<file path="src/rtl/div_unit_pkg.sv">
// Shared state encoding and default widths for the radix-2 restoring divider.
// DIV_BYZERO_FAST_EN adds the BYZERO state used by the divide-by-zero shortcut.
package div_unit_pkg;

   localparam int DIV_DATA_W = 32;
   localparam int DIV_CNT_W  = 6;

   typedef enum logic [1:0] {
      DIV_FREE   = 2'b00,
`ifdef DIV_BYZERO_FAST_EN
      DIV_BYZERO = 2'b01,
`endif
      DIV_ON     = 2'b10,
      DIV_END    = 2'b11
   } div_state_e;

endpackage

</file>
<file path="src/rtl/div_step.sv">
// One restoring iteration: subtract the divisor from {partial remainder, next bit}
// and keep the difference only when it does not go negative.
module div_step #(
   parameter int W = 32
) (
   input  logic [W:0]   i_part,
   input  logic [W-1:0] i_dvs,
   output logic [W-1:0] o_rem,
   output logic         o_qbit
);

   logic [W:0] w_trial;

   assign w_trial = i_part - {1'b0, i_dvs};
   assign o_qbit  = ~w_trial[W];
   assign o_rem   = o_qbit ? w_trial[W-1:0] : i_part[W-1:0];

endmodule

</file>
<file path="src/rtl/div_unit.sv">
// Multi-cycle signed/unsigned divider beside Ex; result_o = {remainder, quotient}.
// Define DIV_BYZERO_FAST_EN to answer a zero divisor in two cycles with an all-zero result.
module div_unit
   import div_unit_pkg::*;
#(
   parameter int DATA_W = DIV_DATA_W,
   parameter int CNT_W  = DIV_CNT_W
) (
   input  logic                clk,
   input  logic                rst,
   input  logic                signed_div_i,
   input  logic [DATA_W-1:0]   opdata1_i,
   input  logic [DATA_W-1:0]   opdata2_i,
   input  logic                start_i,
   input  logic                annul_i,
   output logic [2*DATA_W-1:0] result_o,
   output logic                ready_o
);

   div_state_e          r_state;
   div_state_e          w_next;
   logic [CNT_W-1:0]    r_cnt;
   logic [DATA_W-1:0]   r_rem;
   logic [DATA_W-1:0]   r_quo;
   logic [DATA_W-1:0]   r_dvs;
   logic                r_neg_q;
   logic                r_neg_r;
   logic                r_ready;
   logic [2*DATA_W-1:0] r_result;

   logic                w_dvd_neg;
   logic                w_dvs_neg;
   logic [DATA_W-1:0]   w_dvd_abs;
   logic [DATA_W-1:0]   w_dvs_abs;
   logic [DATA_W-1:0]   w_rem;
   logic                w_qbit;
   logic [DATA_W-1:0]   w_quo_nxt;
   logic [DATA_W-1:0]   w_quo_fix;
   logic [DATA_W-1:0]   w_rem_fix;
   logic                w_last;
   logic                w_go;
`ifdef DIV_BYZERO_FAST_EN
   logic                w_byzero;

   assign w_byzero = (opdata2_i == '0);
`endif

   assign w_dvd_neg = signed_div_i & opdata1_i[DATA_W-1];
   assign w_dvs_neg = signed_div_i & opdata2_i[DATA_W-1];
   assign w_dvd_abs = w_dvd_neg ? -opdata1_i : opdata1_i;
   assign w_dvs_abs = w_dvs_neg ? -opdata2_i : opdata2_i;
   assign w_go      = start_i & ~annul_i;
   assign w_last    = (r_cnt == CNT_W'(DATA_W - 1));

   // r_quo shifts dividend bits out at the top and quotient bits in at the bottom
   div_step #(.W(DATA_W)) u_step (
      .i_part (({r_rem, r_quo[DATA_W-1]})),
      .i_dvs  (r_dvs),
      .o_rem  (w_rem),
      .o_qbit (w_qbit)
   );

   assign w_quo_nxt = {r_quo[DATA_W-2:0], w_qbit};
   assign w_quo_fix = r_neg_q ? -w_quo_nxt : w_quo_nxt;
   assign w_rem_fix = r_neg_r ? -w_rem : w_rem;

   always_comb begin
      w_next = r_state;
      unique case (r_state)
         DIV_FREE:
            if (w_go) begin
`ifdef DIV_BYZERO_FAST_EN
               w_next = w_byzero ? DIV_BYZERO : DIV_ON;
`else
               w_next = DIV_ON;
`endif
            end
`ifdef DIV_BYZERO_FAST_EN
         DIV_BYZERO: w_next = DIV_END;
`endif
         DIV_ON:     if (w_last) w_next = DIV_END;
         DIV_END:    if (!start_i) w_next = DIV_FREE;
         default:    w_next = DIV_FREE;
      endcase
      if (annul_i) w_next = DIV_FREE;
   end

   always_ff @(posedge clk) begin
      if (rst) r_state <= DIV_FREE;
      else     r_state <= w_next;
   end

   always_ff @(posedge clk) begin
      if (rst) begin
         r_cnt    <= '0;
         r_rem    <= '0;
         r_quo    <= '0;
         r_dvs    <= '0;
         r_neg_q  <= 1'b0;
         r_neg_r  <= 1'b0;
         r_ready  <= 1'b0;
         r_result <= '0;
      end else begin
         r_ready <= (w_next == DIV_END);
         // result is captured once on the final step and held through END
         if (w_next != DIV_END)
            r_result <= '0;
         else if (r_state == DIV_ON)
            r_result <= {w_rem_fix, w_quo_fix};
         if (r_state == DIV_FREE && w_go) begin
            r_cnt   <= '0;
            r_rem   <= '0;
            r_quo   <= w_dvd_abs;
            r_dvs   <= w_dvs_abs;
            r_neg_q <= w_dvd_neg ^ w_dvs_neg;
            r_neg_r <= w_dvd_neg;
         end else if (r_state == DIV_ON) begin
            r_cnt <= r_cnt + 1'b1;
            r_rem <= w_rem;
            r_quo <= w_quo_nxt;
         end
      end
   end

   assign ready_o  = r_ready;
   assign result_o = r_result;

endmodule

</file>
<file path="config.mk">
export PLATFORM = sky130hd
export DESIGN_NAME = div_unit
export DESIGN_NICKNAME = d
export VERILOG_FILES = /design/src/rtl/div_unit_pkg.sv /design/src/rtl/div_step.sv /design/src/rtl/div_unit.sv
export SDC_FILE = /design/constraint.sdc
export NUM_CORES = 1
export LEC_CHECK = 0
export CAP_MARGIN = 10
export CORE_MARGIN = 2
export CORE_UTILIZATION = 50
export CTS_CLUSTER_SIZE = 16
export DETAILED_ROUTE_END_ITERATION = 10
export PLACE_DENSITY = 0.72
export SETUP_SLACK_MARGIN = 0.05
export SLEW_MARGIN = 0
export SYNTH_ARGS = -nofsm -noshare
export SYNTH_HDL_FRONTEND = slang
export SYNTH_SLANG_ARGS = --single-unit
</file>
<file path="constraint.sdc">
create_clock -name clk -period 6.7 [get_ports clk]
set_input_delay 1.34 -clock clk [delete_from_list [all_inputs] [get_ports clk]]
set_output_delay 1.34 -clock clk [all_outputs]
set_load 0.01 [all_outputs]
</file>
Word-level counts from Yosys, hierarchy flattened --
Index checks and enable logic that the tools add are counted.
Operators by class: bitwise gates (word level) 6, eq/ne operators 5, mux-type cells 12, $add $sub $neg 6, reductions and logical operators 5
Operators by type and width (number):
- 32-bit two-way mux | 7
- 32-bit negator | 4
- 33-bit by 32-bit subtractor with 33-bit output | 1
- 2-bit two-way mux | 4
- 6-bit by 1-bit adder with 6-bit output (second input constant) | 1
- 2-bit equality test (second input constant) | 3
- 6-bit by 5-bit equality test with 1-bit output (second input constant) | 1
- 2-bit one-hot mux with 3 select lines | 1
- 2-bit OR reduction | 2
- 1-bit AND | 3
- 2-bit zero test | 1
- 2-bit != test (second input constant) | 1
- 1-bit inverter | 2
- 2-bit nonzero test | 1
- 1-bit logical AND | 1
- 1-bit bitwise XOR | 1
Word-level totals: logic and storage cells 43, output and inout bits 65, bits of input ports 69, register bits after elaboration 171

Longest topological paths before layout --
Gate-level depths: netlist of run 1.
word-level depth 7, depth in mapped cells 21, depth with buffers taken out 19

By module --
Synthesis of run 1 repeated with hierarchy kept, for this count alone.
Unflattened totals: cells, all modules 1417, area total of the unflattened synthesis 11390.9 µm²
Modules (own cells, without submodules):
- div_unit | area each 9135.0 µm², sequential area each 3423.3 µm², cells each 1106, instances 1
- div_step | area each 2255.9 µm², sequential area each 0.0 µm², cells each 311, instances 1

Worst setup path after synthesis of run 1 --
OpenSTA, ideal clock, no wires.
path type reg-to-reg, start register r_quo[31], end register r_result[58] (netlist: result_o[58]), buffers on the path 2, path slack 1.987 ns, data required time 6.614 ns, arrival time 4.628 ns, setup time 0.086 ns, stages on the path, launching flop included 22, cells stage by stage dfxtp_1 > inv_1 > ha_1 > fa_1 > nand2b_1 > a211oi_2 > nor4_2 > or3_1 > o211a_1 > clkinv_1 > buf_2 > buf_1 > nor2_1 > a21oi_1 > ha_1 > nand2_1 > nor3_1 > a41oi_1 > or3_4 > o41ai_2 > xnor2_1 > a211oi_1
On the way: word-level cells in the longest chain between the ends 4
Ends and longest elaborated chain:
- start: declaration | RTL line div_unit.sv:24 | logic [DATA_W-1:0] r_quo;
- start signal: assignment | RTL line div_unit.sv:113 | r_quo <= w_dvd_abs;
- start signal: assignment | RTL line div_unit.sv:120 | r_quo <= w_quo_nxt;
- 33-bit by 32-bit subtractor with 33-bit output | RTL line div_step.sv:14 | assign w_trial = i_part - {1'b0, i_dvs};
- 32-bit two-way mux (*) | RTL line div_step.sv:16 | assign o_rem = o_qbit ? w_trial[W-1:0] : i_part[W-1:0];
- 32-bit negator | RTL line div_unit.sv:65 | assign w_rem_fix = r_neg_r ? -w_rem : w_rem;
- 32-bit two-way mux (*) | RTL line div_unit.sv:65
- end signal: assignment | RTL line div_unit.sv:109 | r_result <= {w_rem_fix, w_quo_fix};
- end: declaration | RTL line div_unit.sv:29 | logic [2*DATA_W-1:0] r_result;
Every way passes the cells marked *; elsewhere a longest branch is shown, timed or not. A chain may end at the register's enable or synchronous reset.

Worst setup path in the final report of run 1 --
Ends and elaborated chain as after synthesis.

==> metrics.csv, run 1 <==
stage,metric,value,unit
outcome,status,completed,
clock_tree,Root Driver,clkbuf_16,
timing,final-report setup violation count,0,
critical_path,worst path arrival time,5.39,ns
route,post-route DRC violation count,0,
logic_synthesis,top post-synthesis cells by area,"dfxtp_1 (30%), nor2_1 (6.3%), nand2_1 (6.0%)",
timing,"Period Utilization, post-route",75.3,%
floorplanning,Die Ht,156,µm
power_and_ir_drop,Pint,1.95,mW
route,DRT met1 WL,16100,µm
logic_synthesis,async set or reset register ratio after synthesis,0,%
grt,initial antenna violation count,2,
grt,GRT Total Usage,27.6,%
floorplanning,die width,156,µm
route,DRT antenna net count,0,
clock_tree,Worst-Skew Late Latency,0.44,ns
clock_tree,CTS max path bufs,2,
logic_synthesis,"EDFF count, synth",0,
power_and_ir_drop,Sw Ratio,37.6,%
power_and_ir_drop,clock network fraction of design power,31.8,%
power_and_ir_drop,Gate power share,33.1,%
floorplanning,core area,22600,µm²
power_and_ir_drop,Peak VDD IR,0.000169,V
critical_path,CP Launch Type,flip-flop,
job,max_cap viols,0,
clock_tree,CTS tree,done,
final_layout,sequential cell area,3420,µm²
route,count of routing violations after the opening detailed-route iteration,946,
floorplanning,initial core utilization,50.9,%
timing,FMAX,198,MHz
final_layout,layout cells sized above 1,4.83,%
logic_synthesis,number of distinct library cells after synthesis,75,
clock_tree,cts bufs inserted,17,
logic_synthesis,Yosys warnings,0,
final_layout,Total Nets Final,1708,
logic_synthesis,Gate Count Post-Synth,1533,
logic_synthesis,Synth Cell Area,11500,µm²
final_layout,"commonest non-fill, non-tap cells in the layout","nor2_1 (194), nand2_1 (181), dfxtp_1 (171)",
route,met2 wire len,14700,µm
critical_path,"Data required, critical path",7.04,ns
timing,RSZ-0062 raised after global routing,no,
grt,largest net degree at the start of global routing,176,
logic_synthesis,Yosys top cell by area,dfxtp_1,
power_and_ir_drop,cell area power density,232,nW/µm²
logic_synthesis,Yosys top cell area share,29.7,%
logic_synthesis,syn nets,1640,
route,drt wl/cell,17.7,µm
placed_design,Place WS,1.77,ns
final_layout,synthesis-to-layout area growth,17.1,%
route,total number of vias,11200,
worst_hold_path,Hold Path Class,reg2reg,
timing,Least-Margin Pin Slew,0.987,ns
critical_path,Setup crit end kind,flip-flop,
placed_design,Placer Congestion,0.919,
floorplanning,Ports,134,
floorplanning,die area,24300,µm²
timing,relative slew slack,33.9,%
logic_synthesis,Seq cells post-synth,171,
clock_tree,CTS Hold Bufs,0,
placed_design,Post-DP HPWL,25400,µm
power_and_ir_drop,Pleak,4.81,nW
route,drt via density,5.91,
critical_path,critical path peak fanout,12,
timing,setup TNS,0,ns
route,highest routing layer actually used,met5,
timing,Final min period,5.04,ns
final_layout,"commonest non-fill, non-tap cell in the layout",nor2_1,
timing,final hold vios,0,
logic_synthesis,sequential share of the synthesized area,29.7,%
final_layout,FILL cells,2100,
route,DR pass1 iterations,5,
timing,Final Max Slew Viols,0,
route,Final Routed Wirelength,33600,µm
grt,vias in the first global route,10100,
clock_tree,post-CTS sizing,0,
clock_tree,clk slew on worst S/H paths,0.07,ns
clock_tree,setup bufs post-CTS,0,
timing,skew final,0.0147,ns
critical_path,crit-path cells,inv_1 > ha_1 > fa_1 > nand2b_1 > a211oi_2 > nor4_2 > nor3_1 > o211a_2 > clkinv_1 > a21oi_1 > ha_1 > nand2_1 > nor3_1 > a41oi_1 > or3_4 > o41ai_2 > xnor2_1 > a211oi_1,
placed_design,dpl cells,1867,
floorplanning,# rows,55,
critical_path,slowest CP cell,or3_4,
logic_synthesis,Post-synth top flop,dfxtp_1,
clock_tree,Sink Count,171,
power_and_ir_drop,Psw,1.17,mW
grt,first-pass GRT wire length,53700,µm
route,DR WL met3,2090,µm
critical_path,CP peak stage delay,0.50,ns
placed_design,port bufs,133,
critical_path,crit path kind,reg2reg,
timing,setup ws final,1.66,ns
final_layout,area of the multi-input gates,7470,µm²
clock_tree,H-tree levels,4,
final_layout,"non-filler cells, final",1900,
power_and_ir_drop,Sequential Power Share,35.1,%
logic_synthesis,Mean Syn Cell Area,7.51,µm²
grt,grt total ovfl,0,
cell families (layout without fill, tap and decap cells):
group,Yosys count,after routing,synth area share [%]
AND/OR/NAND/NOR,581,581,23.2
adder cells (fa/ha/maj),38,38,4.19
XOR/XNOR,119,119,9.05
multiplexers,37,37,3.32
AO/OA/AOI/OAI,431,431,24.9
flip-flops,171,171,29.7
buffers and inverters,156,237,5.58
other,0,1,0
metrics by stage:
step | utilization (%) | hold WS, ns | total power, mW | cell area (µm²)
global placement | 57.0 | 0.439 | 2.13 | 12900
floorplan | - | 0.432 | 1.87 | 11500
finish | 59.6 | 0.453 | 3.12 | 13500
global route | 59.6 | 0.467 | 3.28 | 13500
detailed placement | 57.0 | 0.445 | 2.13 | 12900
CTS | 59.6 | 0.454 | 3.12 | 13500
synthesized netlist by cell type (16+ instances only):
master    number
inv_1         61
xnor2_1       50
nor4_1        17
a211oi_1      83
o21ai_0       69
nor2_1       194
and3_1        16
or3_1         24
a21oi_1      130
a311oi_1      25
nand2_1      183
ha_1          37
mux2i_1       30
xor2_1        69
clkbuf_1      66
dfxtp_1      171
nor3_1        36
nand3_1       38
final cells by class:
class / instances / area share (%)
diodes: 1 / 0.0186
clock buffers: 18 / 3.26
clock inverters: 14 / 1.10
inverters: 62 / 1.73
multi-input cells: 1206 / 55.4
flip-flops and latches: 171 / 25.4
well taps: 285 / 2.64
repair buffers: 143 / 10.5
path summary, 6_finish.rpt:
check / cells past startpoint / endpoint / slack (ns) / start
max: 18 / result_o[58]$_SDFFE_PP0P_ / 1.66 / r_quo[31]$_SDFFE_PP0P_
min: 2 / result_o[46]$_SDFFE_PP0P_ / 0.45 / result_o[46]$_SDFFE_PP0P_
max reg2reg: 18 / result_o[58]$_SDFFE_PP0P_ / 1.66 / r_quo[31]$_SDFFE_PP0P_
min reg2reg: 2 / result_o[46]$_SDFFE_PP0P_ / 0.45 / result_o[46]$_SDFFE_PP0P_
state kept, by name, summed over array words and instances, names as in the netlist:
name,cells
result_o,64
r_rem,32
r_neg_r,1
ready_o,1
r_state,2
r_neg_q,1
r_dvs,32
r_cnt,6
r_quo,32
power by group through the flow:
stage	sequential, mW	clock, mW	combinational, mW
final	1.10	0.993	1.03
after global routing	1.10	1.04	1.14
after CTS	1.09	1.00	1.02
after detailed placement	1.12	0	1.02
after global placement	1.12	0	1.01
after floorplan	1.10	0	0.767
per-layer routing:
metal	vias up	GRT usage, %
met1	5157	40.1
met4	2	8.91
met5	-	0
met2	339	42.2
li1	5673	-
met3	57	3.94
critical path, delay by kind of cell (launching register included):
| kind | cells | cell delay (ns) |
|---|---|---|
| compound gates | 6 | 1.86 |
| xor+xnor | 1 | 0.10 |
| fa+ha+maj | 3 | 0.91 |
| buf+inv | 2 | 0.35 |
| flops | 1 | 0.38 |
| simple gates | 6 | 1.33 |
(Power assumes the default switching activity.)
==> run 2: changes to the inputs <==
- PLACE_DENSITY: 0.72 -> 0.75
- clock period: 6.7 -> 4.63 ns (I/O delays scaled with it)
==> run 2 against run 1 <==
Compared with the run above: setup slack worse by 1.3 ns; worst hold slack worse by 0.0044 ns; non-clock buffer count up 22; via count up 2.2%; total power up 48%; critical path depth up 1; routed wire length up 2.5%; register-to-register slack worse by 1.3 ns; clock power up 44%; first-iteration DRC count up 5.0%; design area up 1.6%; largest power group is now combinational logic.
==> metrics.csv, run 2 (synthesis results as in run 1) <==
stage,metric,value,unit,change
grt,vias in the first global route,10300,,was 10100
route,DR pass1 iterations,8,,was 5
critical_path,R2R Setup Slk,0.33,ns,was 1.66 ns
power_and_ir_drop,cell area power density,337,nW/µm²,was 232 nW/µm²
timing,final hold vios,0,,unchanged
grt,initial antenna violation count,0,,was 2
final_layout,"commonest non-fill, non-tap cells in the layout","nor2_1 (194), nand2_1 (181), dfxtp_1 (170)",,"was nor2_1 (194), nand2_1 (181), dfxtp_1 (171)"
placed_design,Post-DP HPWL,26300,µm,was 25400 µm
critical_path,RR Endpoint,result_o[44]$_SDFFE_PP0P_,,was result_o[58]$_SDFFE_PP0P_
route,DRT met1 WL,16100,µm,about the same
timing,FMAX,233,MHz,was 198 MHz
floorplanning,die width,156,µm,unchanged
clock_tree,CTS max path bufs,2,,unchanged
floorplanning,core area,22600,µm²,unchanged
clock_tree,Root Driver,clkbuf_16,,unchanged
floorplanning,Ports,134,,unchanged
critical_path,worst path arrival time,4.59,ns,was 5.39 ns
clock_tree,clk slew on worst S/H paths,0.07,ns,about the same
route,drt via density,5.97,,was 5.91
timing,Least-Margin Pin Slew,1.01,ns,was 0.987 ns
route,highest routing layer actually used,met4,,was met5
timing,Final Max Slew Viols,0,,unchanged
timing,relative slew slack,32.5,%,was 33.9%
route,drt wl/cell,18.0,µm,was 17.7 µm
worst_hold_path,hold depth,2,,unchanged
placed_design,port bufs,133,,unchanged
floorplanning,initial core utilization,50.9,%,unchanged
power_and_ir_drop,Pleak,4.93,nW,was 4.81 nW
power_and_ir_drop,Pwr Total,4.62,mW,was 3.12 mW
final_layout,synthesis-to-layout area growth,19.0,%,was 17.1%
final_layout,"commonest non-fill, non-tap cell in the layout",nor2_1,,unchanged
clock_tree,Sink Count,171,,unchanged
timing,"Period Utilization, post-route",92.8,%,was 75.3%
final_layout,Total Nets Final,1730,,was 1708
route,Final Routed Wirelength,34500,µm,was 33600 µm
clock_tree,CTS tree,done,,unchanged
worst_hold_path,Hold Path Class,reg2reg,,unchanged
route,post-route DRC violation count,0,,unchanged
clock_tree,Worst-Skew Late Latency,0.44,ns,about the same
timing,skew final,0.00761,ns,was 0.0147 ns
grt,GRT Total Usage,28.1,%,was 27.6%
route,DR WL met3,2310,µm,was 2090 µm
final_layout,Inserted Diodes,0,,was 1
critical_path,r2r worst-path depth,19,,was 18
route,count of routing violations after the opening detailed-route iteration,993,,was 946
critical_path,reg-to-reg startpoint,r_quo[31]$_SDFFE_PP0P_,,unchanged
outcome,status,completed,,unchanged
critical_path,Worst Setup SP,r_quo[31]$_SDFFE_PP0P_,,unchanged
grt,largest net degree at the start of global routing,93,,was 176
timing,final-report setup violation count,0,,unchanged
route,met2 wire len,15100,µm,was 14700 µm
floorplanning,die area,24300,µm²,unchanged
grt,grt total ovfl,0,,unchanged
final_layout,Final Core Density,60.5,%,was 59.6%
worst_hold_path,worst hold start,result_o[42]$_SDFFE_PP0P_,,was result_o[46]$_SDFFE_PP0P_
critical_path,"Data required, critical path",4.93,ns,was 7.04 ns
placed_design,Placer Congestion,0.943,,was 0.919
critical_path,critical path peak fanout,6,,was 12
power_and_ir_drop,Peak VDD IR,0.000187,V,was 0.000169 V
worst_hold_path,hold worst-path end,result_o[42]$_SDFFE_PP0P_,,was result_o[46]$_SDFFE_PP0P_
route,total number of vias,11500,,was 11200
timing,Final min period,4.30,ns,was 5.04 ns
grt,first-pass GRT wire length,54400,µm,was 53700 µm
critical_path,Setup crit end kind,flip-flop,,unchanged
timing,setup TNS,0,ns,unchanged
final_layout,layout cells sized above 1,6.60,%,was 4.83%
final_layout,number of flip-flops under the largest register name,64,,unchanged
floorplanning,# rows,55,,unchanged
critical_path,CP Launch Type,flip-flop,,unchanged
clock_tree,cts bufs inserted,17,,unchanged
clock_tree,CTS Hold Bufs,0,,unchanged
route,DRT antenna net count,0,,unchanged
floorplanning,Die Ht,156,µm,unchanged
timing,RSZ-0062 raised after global routing,no,,unchanged
job,max_cap viols,0,,unchanged
clock_tree,H-tree levels,4,,unchanged
critical_path,crit path kind,reg2reg,,unchanged
-- run 2: cell count changes in the layout (fill, tap and decap cells not counted), moves of 2 or more --
cell        change
inv_6           +2
clkinv_8        -2
buf_4          +22
ha_1            -2
nor4_2          -2
clkinv_2        +3
a21oi_1         -2
clkinv_4        -2
nor4_4          +2
clkinvlp_4      -2
ha_2            +2
a21oi_2         +2
-- run 2: worst max-delay path by stage --
stage / to / slack, ns
after floorplan: result_o[44]$_SDFFE_PP0P_ / 0.08
after global placement: result_o[44]$_SDFFE_PP0P_ / 0.28
after detailed placement: result_o[62]$_SDFFE_PP0P_ / 0.15
after CTS: result_o[62]$_SDFFE_PP0P_ / 0.13
after global routing: result_o[44]$_SDFFE_PP0P_ / 0.03
final: result_o[44]$_SDFFE_PP0P_ / 0.33
-- run 2: critical path: stages, from the launching register on --
cell        delay (ns)
dfxtp_1           0.33
inv_1             0.04
ha_1              0.22
fa_2              0.37
nand2b_4          0.17
a211oi_4          0.30
nor4_4            0.10
or3_1             0.38
o211a_2           0.16
clkinvlp_4        0.14
nor2_1            0.06
a21oi_2           0.14
ha_2              0.23
nand2_1           0.07
nor3_2            0.22
a21oi_1           0.13
or4b_2            0.70
and3_1            0.20
o21ai_1           0.11
a21oi_1           0.08
-- run 2: where the power goes --
group / internal [mW] / switching (mW)
registers: 1.52 / 0.0621
logic: 0.618 / 0.985
clock network: 0.766 / 0.667
total: 2.91 / 1.71
-- run 2: stage by stage --
| stage | cells | hold WS (ns) | setup WS, ns | instance area (µm²) |
|---|---|---|---|---|
| after CTS | 1920 | 0.453 | 0.127 | 13600 |
| after global routing | 1921 | 0.475 | 0.0286 | 13700 |
| final | 1921 | 0.449 | 0.332 | 13700 |
| after global placement | 1888 | 0.440 | 0.281 | 13100 |
| after detailed placement | 1888 | 0.444 | 0.149 | 13100 |
| after floorplan | 1533 | 0.432 | 0.0776 | 11500 |
-- run 2: final cells by class --
cell class	instances	area [µm²]
Timing Repair Buffer	165	1580
Sequential cell	171	3420
Multi-Input combinational cell	1206	7530
Clock inverter	14	150
Tap cell	285	357
Inverter	62	236
Fill cell	2089	8940
Clock buffer	18	429
-- run 2: per-layer routing --
| metal | track usage [%] | up-vias |
|---|---|---|
| met5 | 0 | - |
| met4 | 9.31 | 0 |
| met3 | 5.81 | 69 |
| met2 | 43.5 | 406 |
| met1 | 39.1 | 5291 |
| li1 | - | 5705 |
-- run 2: what timing repair did --
| item | in CTS | in global routing |
|---|---|---|
| endpoints found under the setup margin | 0 | 11 |
| gates resized for setup | 0 | 11 |
| setup buffers | 0 | 1 |
==> run 3: changes to the inputs <==
- CTS_CLUSTER_SIZE: 16 -> 25
- SYNTH_HIERARCHICAL: not set -> 1
- TNS_END_PERCENT: not set -> 100
==> run 3 against run 2 <==
Compared with the run above: first-iteration DRC count fell by 18%; non-clock buffer count grew 22; sequential power about the same; largest power group is now registers; highest routed layer unchanged.
==> metrics.csv, run 3 <==
stage,metric,value,unit,change
logic_synthesis,post-synthesis compound-gate area fraction,23.6,%,was 24.9%
grt,largest net degree at the start of global routing,95,,was 93
final_layout,"commonest non-fill, non-tap cells in the layout","dfxtp_1 (169), nand2_1 (141), nor2_1 (135)",,"was nor2_1 (194), nand2_1 (181), dfxtp_1 (170)"
timing,skew final,0.00792,ns,was 0.00761 ns
grt,vias in the first global route,9960,,was 10300
final_layout,"Non-Filler Cell Area, Final",13800,µm²,was 13700 µm²
clock_tree,cts bufs inserted,17,,unchanged
logic_synthesis,multiplexer share of the synthesized area,4.72,%,was 3.33%
critical_path,crit path kind,reg2reg,,unchanged
critical_path,"Data required, critical path",4.93,ns,about the same
route,drt wl/cell,17.3,µm,was 18.0 µm
logic_synthesis,Yosys warnings,6,,was 0
logic_synthesis,main combinational cell family by area after synthesis,compound AO/OA/AOI/OAI gates,,unchanged
placed_design,Placer Congestion,0.890,,was 0.943
clock_tree,Worst-Skew Late Latency,0.43,ns,was 0.44 ns
critical_path,slowest CP cell,or4_4,,was or4b_2
floorplanning,die area,24000,µm²,was 24300 µm²
logic_synthesis,Post-synth top cells,"dfxtp_1 (171), nand2_1 (141), nor2_1 (135)",,"was nor2_1 (194), nand2_1 (183), dfxtp_1 (171)"
clock_tree,Sink Count,171,,unchanged
timing,setup TNS,0,ns,unchanged
logic_synthesis,Yosys top cell by area,dfxtp_1,,unchanged
route,Final Routed Wirelength,31600,µm,was 34500 µm
clock_tree,CTS tree,done,,unchanged
timing,"Period Utilization, post-route",94.9,%,was 92.8%
route,post-route DRC violation count,0,,unchanged
floorplanning,Ports,134,,unchanged
outcome,status,completed,,unchanged
clock_tree,CTS max path bufs,2,,unchanged
final_layout,FILL cells,1963,,was 2089
placed_design,Post-DP HPWL,23500,µm,was 26300 µm
placed_design,port bufs,133,,unchanged
logic_synthesis,xor-xnor portion of the synthesized cell area,10.1,%,was 9.05%
logic_synthesis,Synth Cell Area,11400,µm²,was 11500 µm²
grt,first-pass GRT wire length,51600,µm,was 54400 µm
timing,Least-Margin Pin Slew,1.10,ns,was 1.01 ns
grt,grt total ovfl,0,,unchanged
critical_path,worst path arrival time,4.69,ns,was 4.59 ns
timing,final hold slack,0.454,ns,was 0.449 ns
logic_synthesis,Mean Syn Cell Area,8.04,µm²,was 7.51 µm²
logic_synthesis,Post-synth top flop,dfxtp_1,,unchanged
critical_path,Setup crit end kind,flip-flop,,unchanged
clock_tree,clk slew on worst S/H paths,0.07,ns,about the same
logic_synthesis,number of distinct library cells after synthesis,88,,was 75
logic_synthesis,async set or reset register ratio after synthesis,0,%,unchanged
logic_synthesis,"EDFF count, synth",0,,unchanged
timing,Final min period,4.40,ns,was 4.30 ns
logic_synthesis,Yosys top cell area share,30.1,%,was 29.7%
timing,relative slew slack,26.4,%,was 32.5%
floorplanning,Die Ht,155,µm,was 156 µm
timing,final hold vios,0,,unchanged
timing,final-report setup violation count,0,,unchanged
final_layout,Total Nets Final,1637,,was 1730
clock_tree,CTS Hold Bufs,0,,unchanged
final_layout,number of flip-flops under the largest register name,64,,unchanged
floorplanning,initial core utilization,50.6,%,was 50.9%
critical_path,critical path peak fanout,13,,was 6
floorplanning,# rows,55,,unchanged
floorplanning,core area,22500,µm²,was 22600 µm²
final_layout,"commonest non-fill, non-tap cell in the layout",dfxtp_1,,was nor2_1
grt,GRT Total Usage,26.2,%,was 28.1%
clock_tree,Root Driver,clkbuf_16,,unchanged
route,drt via density,5.98,,was 5.97
floorplanning,die width,155,µm,was 156 µm
grt,initial antenna violation count,0,,unchanged
power_and_ir_drop,Peak VDD IR,0.000196,V,was 0.000187 V
timing,FMAX,228,MHz,was 233 MHz
job,max_cap viols,0,,unchanged
logic_synthesis,top post-synthesis cells by area,"dfxtp_1 (30%), xor2_1 (6.4%), a211oi_1 (5.3%)",,"was dfxtp_1 (30%), nor2_1 (6.3%), nand2_1 (6.0%)"
placed_design,Post-DP Area,13100,µm²,about the same
logic_synthesis,sequential share of the synthesized area,30.1,%,was 29.7%
critical_path,crit-path cells,inv_1 > ha_2 > fa_2 > and2b_1 > o2111ai_2 > a21oi_2 > o2111ai_2 > a211oi_2 > nor2_2 > mux2i_1 > and2_4 > inv_6 > mux2_4 > or4_4 > or3_4 > o31ai_4 > xor2_1 > a211oi_2,,was inv_1 > ha_1 > fa_2 > nand2b_4 > a211oi_4 > nor4_4 > or3_1 > o211a_2 > clkinvlp_4 > nor2_1 > a21oi_2 > ha_2 > nand2_1 > nor3_2 > a21oi_1 > or4b_2 > and3_1 > o21ai_1 > a21oi_1
critical_path,CP peak stage delay,0.56,ns,was 0.70 ns
final_layout,layout cells sized above 1,11.0,%,was 6.60%
critical_path,CP Launch Type,flip-flop,,unchanged
logic_synthesis,Adder-Cell Fraction of Synth Area,4.33,%,was 4.19%
logic_synthesis,most frequent cell after synthesis,dfxtp_1,,was nor2_1
worst_hold_path,Hold Path Class,reg2reg,,unchanged
logic_synthesis,Seq cells post-synth,171,,unchanged
route,count of routing violations after the opening detailed-route iteration,815,,was 993
route,DR pass1 iterations,5,,was 8
power_and_ir_drop,Pwr Total,4.41,mW,was 4.62 mW
timing,Final Max Slew Viols,0,,unchanged
power_and_ir_drop,cell area power density,319,nW/µm²,was 337 nW/µm²
final_layout,Inserted Diodes,0,,unchanged
route,total number of vias,10900,,was 11500
logic_synthesis,post-synthesis simple-gate area fraction,21.9,%,was 23.2%
clock_tree,H-tree levels,4,,unchanged
logic_synthesis,Gate Count Post-Synth,1417,,was 1533
logic_synthesis,syn nets,1524,,was 1640
final_layout,synthesis-to-layout area growth,21.3,%,was 19.0%
route,DRT antenna net count,0,,unchanged
power_and_ir_drop,Pleak,5.14,nW,was 4.93 nW
run 3: cell type report:
type | count | area, µm² | area share [%]
inverter | 54 | 208 | 1.50
clock inverter | 11 | 88.8 | 0.643
tap | 285 | 357 | 2.58
clock buffer | 20 | 447 | 3.23
multi-input combinational | 1099 | 7520 | 54.4
sequential | 171 | 3430 | 24.8
timing repair buffer | 187 | 1780 | 12.9
run 3: path summary, 6_finish.rpt:
path,from,to,slack (ns),cells after the start
setup / recovery,r_quo[31]$_SDFFE_PP0P_,result_o[47]$_SDFFE_PP0P_,0.23,18
hold / removal,result_o[32]$_SDFFE_PP0P_,result_o[32]$_SDFFE_PP0P_,0.45,2
setup reg to reg,r_quo[31]$_SDFFE_PP0P_,result_o[47]$_SDFFE_PP0P_,0.23,18
hold reg to reg,result_o[32]$_SDFFE_PP0P_,result_o[32]$_SDFFE_PP0P_,0.45,2
run 3: kinds of logic (layout without fill, tap and decap cells):
group                      after synthesis  after routing
xor gates and xnor gates               131            131
AOI/OAI and AO/OA                      399            399
adders and majority gates               39             39
buffers and inverters                  147            272
DFF                                    171            171
muxes                                   44             44
and+or+nand+nor                        486            486
run 3: stage by stage:
step           worst slack [ns]  instances  util, %
2_1_floorplan             0.232       1417        -
3_3_place_gp             0.0364       1790     58.1
3_5_place_dp             -0.144       1790     58.1
4_1_cts                  0.0820       1822     60.5
5_1_grt                -0.00192       1827     61.4
6_report                  0.235       1827     61.4
run 3: what timing repair did:
action                                  CTS  global route
gates resized for setup                   3            28
buffers inserted                          1             3
endpoints found under the setup margin   19            27
pin swaps                                 1            12
run 3: worst max-delay path: cells and delay by family (launching register included):
| family | cells | cell delay (ns) |
|---|---|---|
| mux | 2 | 0.57 |
| xor+xnor | 1 | 0.20 |
| compound gates | 6 | 1.02 |
| simple gates | 5 | 1.51 |
| flops | 1 | 0.33 |
| fa+ha+maj | 2 | 0.52 |
| buf+inv | 2 | 0.12 |
run 3: layer usage:
metal / track usage (%) / share of wire, %
met1: 40.0 / 50
met2: 38.2 / 42
met3: 4.18 / 6.8
met4: 6.44 / 1.4
met5: 0 / 0
run 3: report_power, final:
group	total, mW	switching (mW)	leakage (nW)	internal [mW]
clock network	1.34	0.631	0.247	0.706
logic	1.50	0.850	3.51	0.648
registers	1.57	0.0580	1.39	1.51
